--- src/rtl/dmem_arb_if.sv ---
// dmem_arb_if: CPU port, host port and dmem port bundle for the data-memory arbiter.
// The slave modport is the arbiter's view; master is the requester/memory side.
interface dmem_arb_if;
   logic        C_REQ;
   logic [31:2] C_ADDR;
   logic [31:0] C_WDATA;
   logic [3:0]  C_WSTB;
   logic        C_GNT;
   logic        C_STALL;
   logic [31:0] C_RDATA;
   logic        C_RVALID;

   logic        H_REQ;
   logic [31:2] H_ADDR;
   logic [31:0] H_WDATA;
   logic [3:0]  H_WSTB;
   logic        H_GNT;
   logic [31:0] H_RDATA;
   logic        H_RVALID;

   logic        M_CE;
   logic [31:2] M_ADDR;
   logic [31:0] M_DATAO;
   logic [3:0]  M_WSTB;
   logic [31:0] M_DATAI;

   modport slave (
      input  C_REQ, C_ADDR, C_WDATA, C_WSTB,
      input  H_REQ, H_ADDR, H_WDATA, H_WSTB,
      input  M_DATAI,
      output C_GNT, C_STALL, C_RDATA, C_RVALID,
      output H_GNT, H_RDATA, H_RVALID,
      output M_CE, M_ADDR, M_DATAO, M_WSTB
   );

   modport master (
      output C_REQ, C_ADDR, C_WDATA, C_WSTB,
      output H_REQ, H_ADDR, H_WDATA, H_WSTB,
      output M_DATAI,
      input  C_GNT, C_STALL, C_RDATA, C_RVALID,
      input  H_GNT, H_RDATA, H_RVALID,
      input  M_CE, M_ADDR, M_DATAO, M_WSTB
   );
endinterface

--- src/rtl/dmem_arb.sv ---
// dmem_arb: single-cycle arbiter giving the CPU and host ports shared access to a
// 1-cycle-latency data memory; round-robin or CPU priority with bounded host wait.
module dmem_arb #(
   parameter int unsigned PRIO_MODE = 0,
   parameter int unsigned MAX_WAIT  = 8
) (
   input  logic      CLK,
   input  logic      RSTN,
   dmem_arb_if.slave bus
);
   typedef enum logic {LG_CPU = 1'b0, LG_HOST = 1'b1} lg_t;

   localparam logic [7:0] W_MAX = 8'(MAX_WAIT);

   lg_t        r_lg;
   logic [7:0] r_wcnt;
   logic       r_c_rvalid;
   logic       r_h_rvalid;

   logic       w_both;
   logic       w_c_gnt;
   logic       w_h_gnt;

   // Grants are forced low while in reset so nothing reaches dmem.
   always_comb begin
      w_both  = bus.C_REQ & bus.H_REQ;
      w_c_gnt = 1'b0;
      w_h_gnt = 1'b0;
      if (RSTN) begin
         if (w_both) begin
            if (PRIO_MODE == 0) w_h_gnt = (r_lg == LG_CPU);
            else                w_h_gnt = (r_wcnt == W_MAX);
            w_c_gnt = ~w_h_gnt;
         end else begin
            w_c_gnt = bus.C_REQ;
            w_h_gnt = bus.H_REQ;
         end
      end
   end

   always_comb begin
      bus.M_ADDR  = '0;
      bus.M_DATAO = '0;
      bus.M_WSTB  = '0;
      if (w_c_gnt) begin
         bus.M_ADDR  = bus.C_ADDR;
         bus.M_DATAO = bus.C_WDATA;
         bus.M_WSTB  = bus.C_WSTB;
      end else if (w_h_gnt) begin
         bus.M_ADDR  = bus.H_ADDR;
         bus.M_DATAO = bus.H_WDATA;
         bus.M_WSTB  = bus.H_WSTB;
      end
   end

   assign bus.M_CE     = w_c_gnt | w_h_gnt;
   assign bus.C_GNT    = w_c_gnt;
   assign bus.H_GNT    = w_h_gnt;
   assign bus.C_STALL  = bus.C_REQ & ~w_c_gnt;
   assign bus.C_RVALID = r_c_rvalid;
   assign bus.H_RVALID = r_h_rvalid;
   assign bus.C_RDATA  = r_c_rvalid ? bus.M_DATAI : '0;
   assign bus.H_RDATA  = r_h_rvalid ? bus.M_DATAI : '0;

   always_ff @(posedge CLK or negedge RSTN) begin
      if (!RSTN) begin
         r_lg       <= LG_HOST;
         r_wcnt     <= '0;
         r_c_rvalid <= 1'b0;
         r_h_rvalid <= 1'b0;
      end else begin
         if (w_c_gnt)      r_lg <= LG_CPU;
         else if (w_h_gnt) r_lg <= LG_HOST;

         if (bus.H_REQ && !w_h_gnt) begin
            if (r_wcnt < W_MAX) r_wcnt <= r_wcnt + 8'd1;
         end else begin
            r_wcnt <= '0;
         end

         r_c_rvalid <= w_c_gnt && (bus.C_WSTB == 4'b0000);
         r_h_rvalid <= w_h_gnt && (bus.H_WSTB == 4'b0000);
      end
   end
endmodule

--- src/flat_wrapper.sv ---
// flat-port wrapper written by rule: the top's interface ports become plain ports
module dmem_arb_flat 
#(
   parameter int unsigned PRIO_MODE = 0,
   parameter int unsigned MAX_WAIT  = 8
)
  (CLK, RSTN, bus_C_REQ, bus_C_ADDR, bus_C_WDATA, bus_C_WSTB, bus_H_REQ, bus_H_ADDR, bus_H_WDATA, bus_H_WSTB, bus_M_DATAI, bus_C_GNT, bus_C_STALL, bus_C_RDATA, bus_C_RVALID, bus_H_GNT, bus_H_RDATA, bus_H_RVALID, bus_M_CE, bus_M_ADDR, bus_M_DATAO, bus_M_WSTB);
  dmem_arb_if bus_i ();
  input  logic CLK;
  input  logic RSTN;
  input wire logic [$bits(bus_i.C_REQ)-1:0] bus_C_REQ;
  input wire logic [$bits(bus_i.C_ADDR)-1:0] bus_C_ADDR;
  input wire logic [$bits(bus_i.C_WDATA)-1:0] bus_C_WDATA;
  input wire logic [$bits(bus_i.C_WSTB)-1:0] bus_C_WSTB;
  input wire logic [$bits(bus_i.H_REQ)-1:0] bus_H_REQ;
  input wire logic [$bits(bus_i.H_ADDR)-1:0] bus_H_ADDR;
  input wire logic [$bits(bus_i.H_WDATA)-1:0] bus_H_WDATA;
  input wire logic [$bits(bus_i.H_WSTB)-1:0] bus_H_WSTB;
  input wire logic [$bits(bus_i.M_DATAI)-1:0] bus_M_DATAI;
  output wire logic [$bits(bus_i.C_GNT)-1:0] bus_C_GNT;
  output wire logic [$bits(bus_i.C_STALL)-1:0] bus_C_STALL;
  output wire logic [$bits(bus_i.C_RDATA)-1:0] bus_C_RDATA;
  output wire logic [$bits(bus_i.C_RVALID)-1:0] bus_C_RVALID;
  output wire logic [$bits(bus_i.H_GNT)-1:0] bus_H_GNT;
  output wire logic [$bits(bus_i.H_RDATA)-1:0] bus_H_RDATA;
  output wire logic [$bits(bus_i.H_RVALID)-1:0] bus_H_RVALID;
  output wire logic [$bits(bus_i.M_CE)-1:0] bus_M_CE;
  output wire logic [$bits(bus_i.M_ADDR)-1:0] bus_M_ADDR;
  output wire logic [$bits(bus_i.M_DATAO)-1:0] bus_M_DATAO;
  output wire logic [$bits(bus_i.M_WSTB)-1:0] bus_M_WSTB;
  assign bus_i.C_REQ = bus_C_REQ;
  assign bus_i.C_ADDR = bus_C_ADDR;
  assign bus_i.C_WDATA = bus_C_WDATA;
  assign bus_i.C_WSTB = bus_C_WSTB;
  assign bus_i.H_REQ = bus_H_REQ;
  assign bus_i.H_ADDR = bus_H_ADDR;
  assign bus_i.H_WDATA = bus_H_WDATA;
  assign bus_i.H_WSTB = bus_H_WSTB;
  assign bus_i.M_DATAI = bus_M_DATAI;
  assign bus_C_GNT = bus_i.C_GNT;
  assign bus_C_STALL = bus_i.C_STALL;
  assign bus_C_RDATA = bus_i.C_RDATA;
  assign bus_C_RVALID = bus_i.C_RVALID;
  assign bus_H_GNT = bus_i.H_GNT;
  assign bus_H_RDATA = bus_i.H_RDATA;
  assign bus_H_RVALID = bus_i.H_RVALID;
  assign bus_M_CE = bus_i.M_CE;
  assign bus_M_ADDR = bus_i.M_ADDR;
  assign bus_M_DATAO = bus_i.M_DATAO;
  assign bus_M_WSTB = bus_i.M_WSTB;
  dmem_arb #(.PRIO_MODE(PRIO_MODE), .MAX_WAIT(MAX_WAIT)) u_core (.CLK(CLK), .RSTN(RSTN), .bus(bus_i));
endmodule
--- config.mk ---
export PLATFORM = sky130hd
export DESIGN_NAME = dmem_arb_flat
export DESIGN_NICKNAME = d
export VERILOG_FILES = /design/src/rtl/dmem_arb_if.sv /design/src/rtl/dmem_arb.sv /design/src/flat_wrapper.sv
export SDC_FILE = /design/constraint.sdc
export NUM_CORES = 1
export LEC_CHECK = 0
export BUFFER_PORTS_ARGS = -buffer_cell sky130_fd_sc_hd__buf_2
export CAP_MARGIN = 20
export CELL_PAD_IN_SITES_DETAIL_PLACEMENT = 1
export CELL_PAD_IN_SITES_GLOBAL_PLACEMENT = 2
export CORE_AREA = 2 2 118 120
export DETAILED_ROUTE_END_ITERATION = 6
export DIE_AREA = 0 0 120 122
export PLACE_DENSITY = 0.94
export SLEW_MARGIN = 20
export SYNTH_ARGS = -nofsm -noshare
export SYNTH_HDL_FRONTEND = slang
export SYNTH_SLANG_ARGS = --single-unit
--- constraint.sdc ---
create_clock -name CLK -period 2.5 [get_ports CLK]
set_input_delay 0.25 -clock CLK [delete_from_list [all_inputs] [get_ports CLK]]
set_output_delay 0.25 -clock CLK [all_outputs]
set_load 0.05 [all_outputs]
==> impl_metrics.env <==
export IMPL_holdPathStages=3
export IMPL_critical_path_class="input pin to output pin"
export IMPL_clock_latency_ns=0.22
export IMPL_io_pins=304
export IMPL_drv_cap=0
export IMPL_powerDensity_nw_per_um2=351
export IMPL_cts_buffers=3
export IMPL_wl_per_cell_um=15.0
export IMPL_yosys_cell_types_count=14
export IMPL_fin_nets=628
export IMPL_root_buffer="clkbuf_16"
export IMPL_grt_pass1_vias=2356
export IMPL_totalWireLength_um=9600
export IMPL_grt_use_total_pct=11.4
export IMPL_fp_dieW_um=120
export IMPL_syn_inst=166
export IMPL_ant_nets=0
export IMPL_fin_total_pwr_mw=1.06
export IMPL_synth_seq_cells=3
export IMPL_slew_viol_final=0
export IMPL_place_gp_congestion=0.782
export IMPL_dp_hpwl_um=8410
export IMPL_synthesis_area_um2=1230
export IMPL_areaGrowthSynthToFinish_pct=146
export IMPL_fin_skew_ns=0.00290
export IMPL_routed_via_count=2478
export IMPL_r2r_cells=4
export IMPL_dp_slack_ns=0.563
export IMPL_grt_pass1_wl_um=12900
export IMPL_cts_max_level=1
export IMPL_worstMarginPinSlew_ns=0.323
export IMPL_drt_first_iter_violations=35
export IMPL_diodes=0
export IMPL_cp_start_kind="input pin"
export IMPL_die_h_um=122
export IMPL_p_leak_nw=1.95
export IMPL_grt_setup_unrepaired="no"
export IMPL_post_cts_buffers=0
export IMPL_antenna_found_initial=1
export IMPL_finalHoldViolations=0
export IMPL_initial_core_util_pct=9.13
export IMPL_final_cell_count_no_fill=639
export IMPL_fmax_ghz=0.430
export IMPL_hp_class="input pin to flop"
export IMPL_first_pass_iters=4
export IMPL_status="complete, no violations"
export IMPL_slew_headroom_pct=78.5
export IMPL_arrival_ns=2.08
export IMPL_syn_nets=334
export IMPL_max_vdd_ir_drop_mv=0.136
export IMPL_crit_required_ns=2.25
export IMPL_clock_sinks=3
export IMPL_drc_errors=0
export IMPL_cts_max_path_buffers=2
export IMPL_grt_overflow=0
export IMPL_finalSetupViolCount=0
export IMPL_io_buffers=303
export IMPL_tns_ns=0
export IMPL_min_period_ns=2.33
export IMPL_fp_row_count=43
export IMPL_syn_avg_cell_area_um2=7.42
export IMPL_clkSlewWorstSetupHoldPaths_ns=0.03
export IMPL_grt_max_degree=69
export IMPL_cts_tree="built"
export IMPL_die_area_um2=14600
export IMPL_placedCellCount=634
export IMPL_worst_slack_ns=0.173
export IMPL_core_area_um2=13500
export IMPL_synth_seq_area_share_pct=6.19
export IMPL_worstSetupEndpointType="output pin"
export IMPL_fin_crit_sh_pct=93.1
export IMPL_synth_warnings=0
export IMPL_crit_fanout=30
export IMPL_viasPerCell=3.88
export IMPL_final_layout_size_suffix_gt1_share_pct=68.4
power by group:
part           switching [mW]  internal (mW)
Sequential            0.00487         0.0549
Combinational           0.515          0.233
Clock                  0.0448          0.211
Total                   0.564          0.499
routing by layer:
layer	up-vias	part of all wire, %	GRT usage [%]
met2	184	51	21.4
met3	4	11	2.67
met4	0	0.94	3.09
met1	1087	38	12.8
met5	-	0	0
li1	1203	-	-
cell usage in the layout, fill, tap and decap left out, drive strengths merged:
| cell type | netlist | final |
|---|---|---|
| dfstp | 1 | 1 |
| nand2 | 3 | 3 |
| dlygate4sd3 | 0 | 1 |
| o21ai | 1 | 1 |
| dfrtp | 2 | 2 |
| buf | 13 | 308 |
| clkbuf | 7 | 4 |
| nor4 | 2 | 2 |
| a21oi | 2 | 2 |
| a22o | 66 | 66 |
| inv | 1 | 1 |
| and2 | 66 | 66 |
| o21a | 1 | 1 |
| nor2b | 1 | 1 |
critical path, stage by stage:
cell           delay [ns]
dlygate4sd3_1        0.52
buf_2                0.18
nand2_1              0.12
a21oi_4              0.14
buf_4                0.32
a22o_1               0.24
buf_2                0.28
registers in the layout, summed over array words and instances, names as in the netlist:
| name | count |
|---|---|
| u_core.bus.H_RVALID | 1 |
| u_core.r_lg | 1 |
| u_core.bus.C_RVALID | 1 |
worst paths after layout:
check / endpoint / slack, ns / startpoint
setup / recovery: bus_M_DATAO[16] / 0.17 / RSTN
hold / removal: u_core.bus.C_RVALID$_DFF_PN0_ / 0.35 / bus_C_WSTB[3]
min in group asynchronous: u_core.bus.H_RVALID$_DFF_PN0_ / 0.39 / RSTN
hold reg to reg: u_core.r_lg$_DFFE_PN1P_ / 0.52 / u_core.r_lg$_DFFE_PN1P_
setup reg to reg: u_core.bus.C_RVALID$_DFF_PN0_ / 1.18 / u_core.r_lg$_DFFE_PN1P_
max in group asynchronous: u_core.r_lg$_DFFE_PN1P_ / 1.89 / RSTN
Yosys cell counts:
| cell | instances | area share, % |
|---|---|---|
| and2_1 | 66 | 34 |
| o21ai_0 | 1 | 0.41 |
| dfstp_2 | 1 | 2.1 |
| nor4_1 | 2 | 1.0 |
| o21a_1 | 1 | 0.61 |
| buf_4 | 4 | 2.4 |
| a22o_1 | 66 | 47 |
| inv_1 | 1 | 0.30 |
| buf_2 | 9 | 3.7 |
| nand2_1 | 3 | 0.91 |
| dfrtp_1 | 2 | 4.1 |
| clkbuf_1 | 7 | 2.1 |
| a21oi_2 | 2 | 1.4 |
| nor2b_1 | 1 | 0.51 |
kinds of logic after synthesis:
| group | share of synthesized area [%] |
|---|---|
| compound gates | 49.3 |
| flops | 6.19 |
| simple gates | 35.9 |
| buf+inv | 8.53 |
cell type report:
cell class | instances | area, um^2
fill | 1767 | 10500
timing repair buffer | 309 | 1580
multi-input combinational | 142 | 1070
tap | 180 | 225
clock buffer | 4 | 78.8
sequential | 3 | 76.3
inverter | 1 | 3.75
metrics by stage:
step                hold slack, ns  cell area (um^2)  util, %
finish                       0.346              3030     22.4
global route                 0.357              3030     22.4
CTS                          0.343              3030     22.4
detailed placement          0.0877              2940     21.8
global placement            0.0884              2940     21.8
floorplan                  -0.0456              1230        -
timing repair:
item                       4_1_cts  5_1_grt
hold buffers                     1        0
gates resized for setup          0        1
hold endpoints to repair         2        0
setup endpoints to repair        0        8
Power figures use the tool's default switching activity.
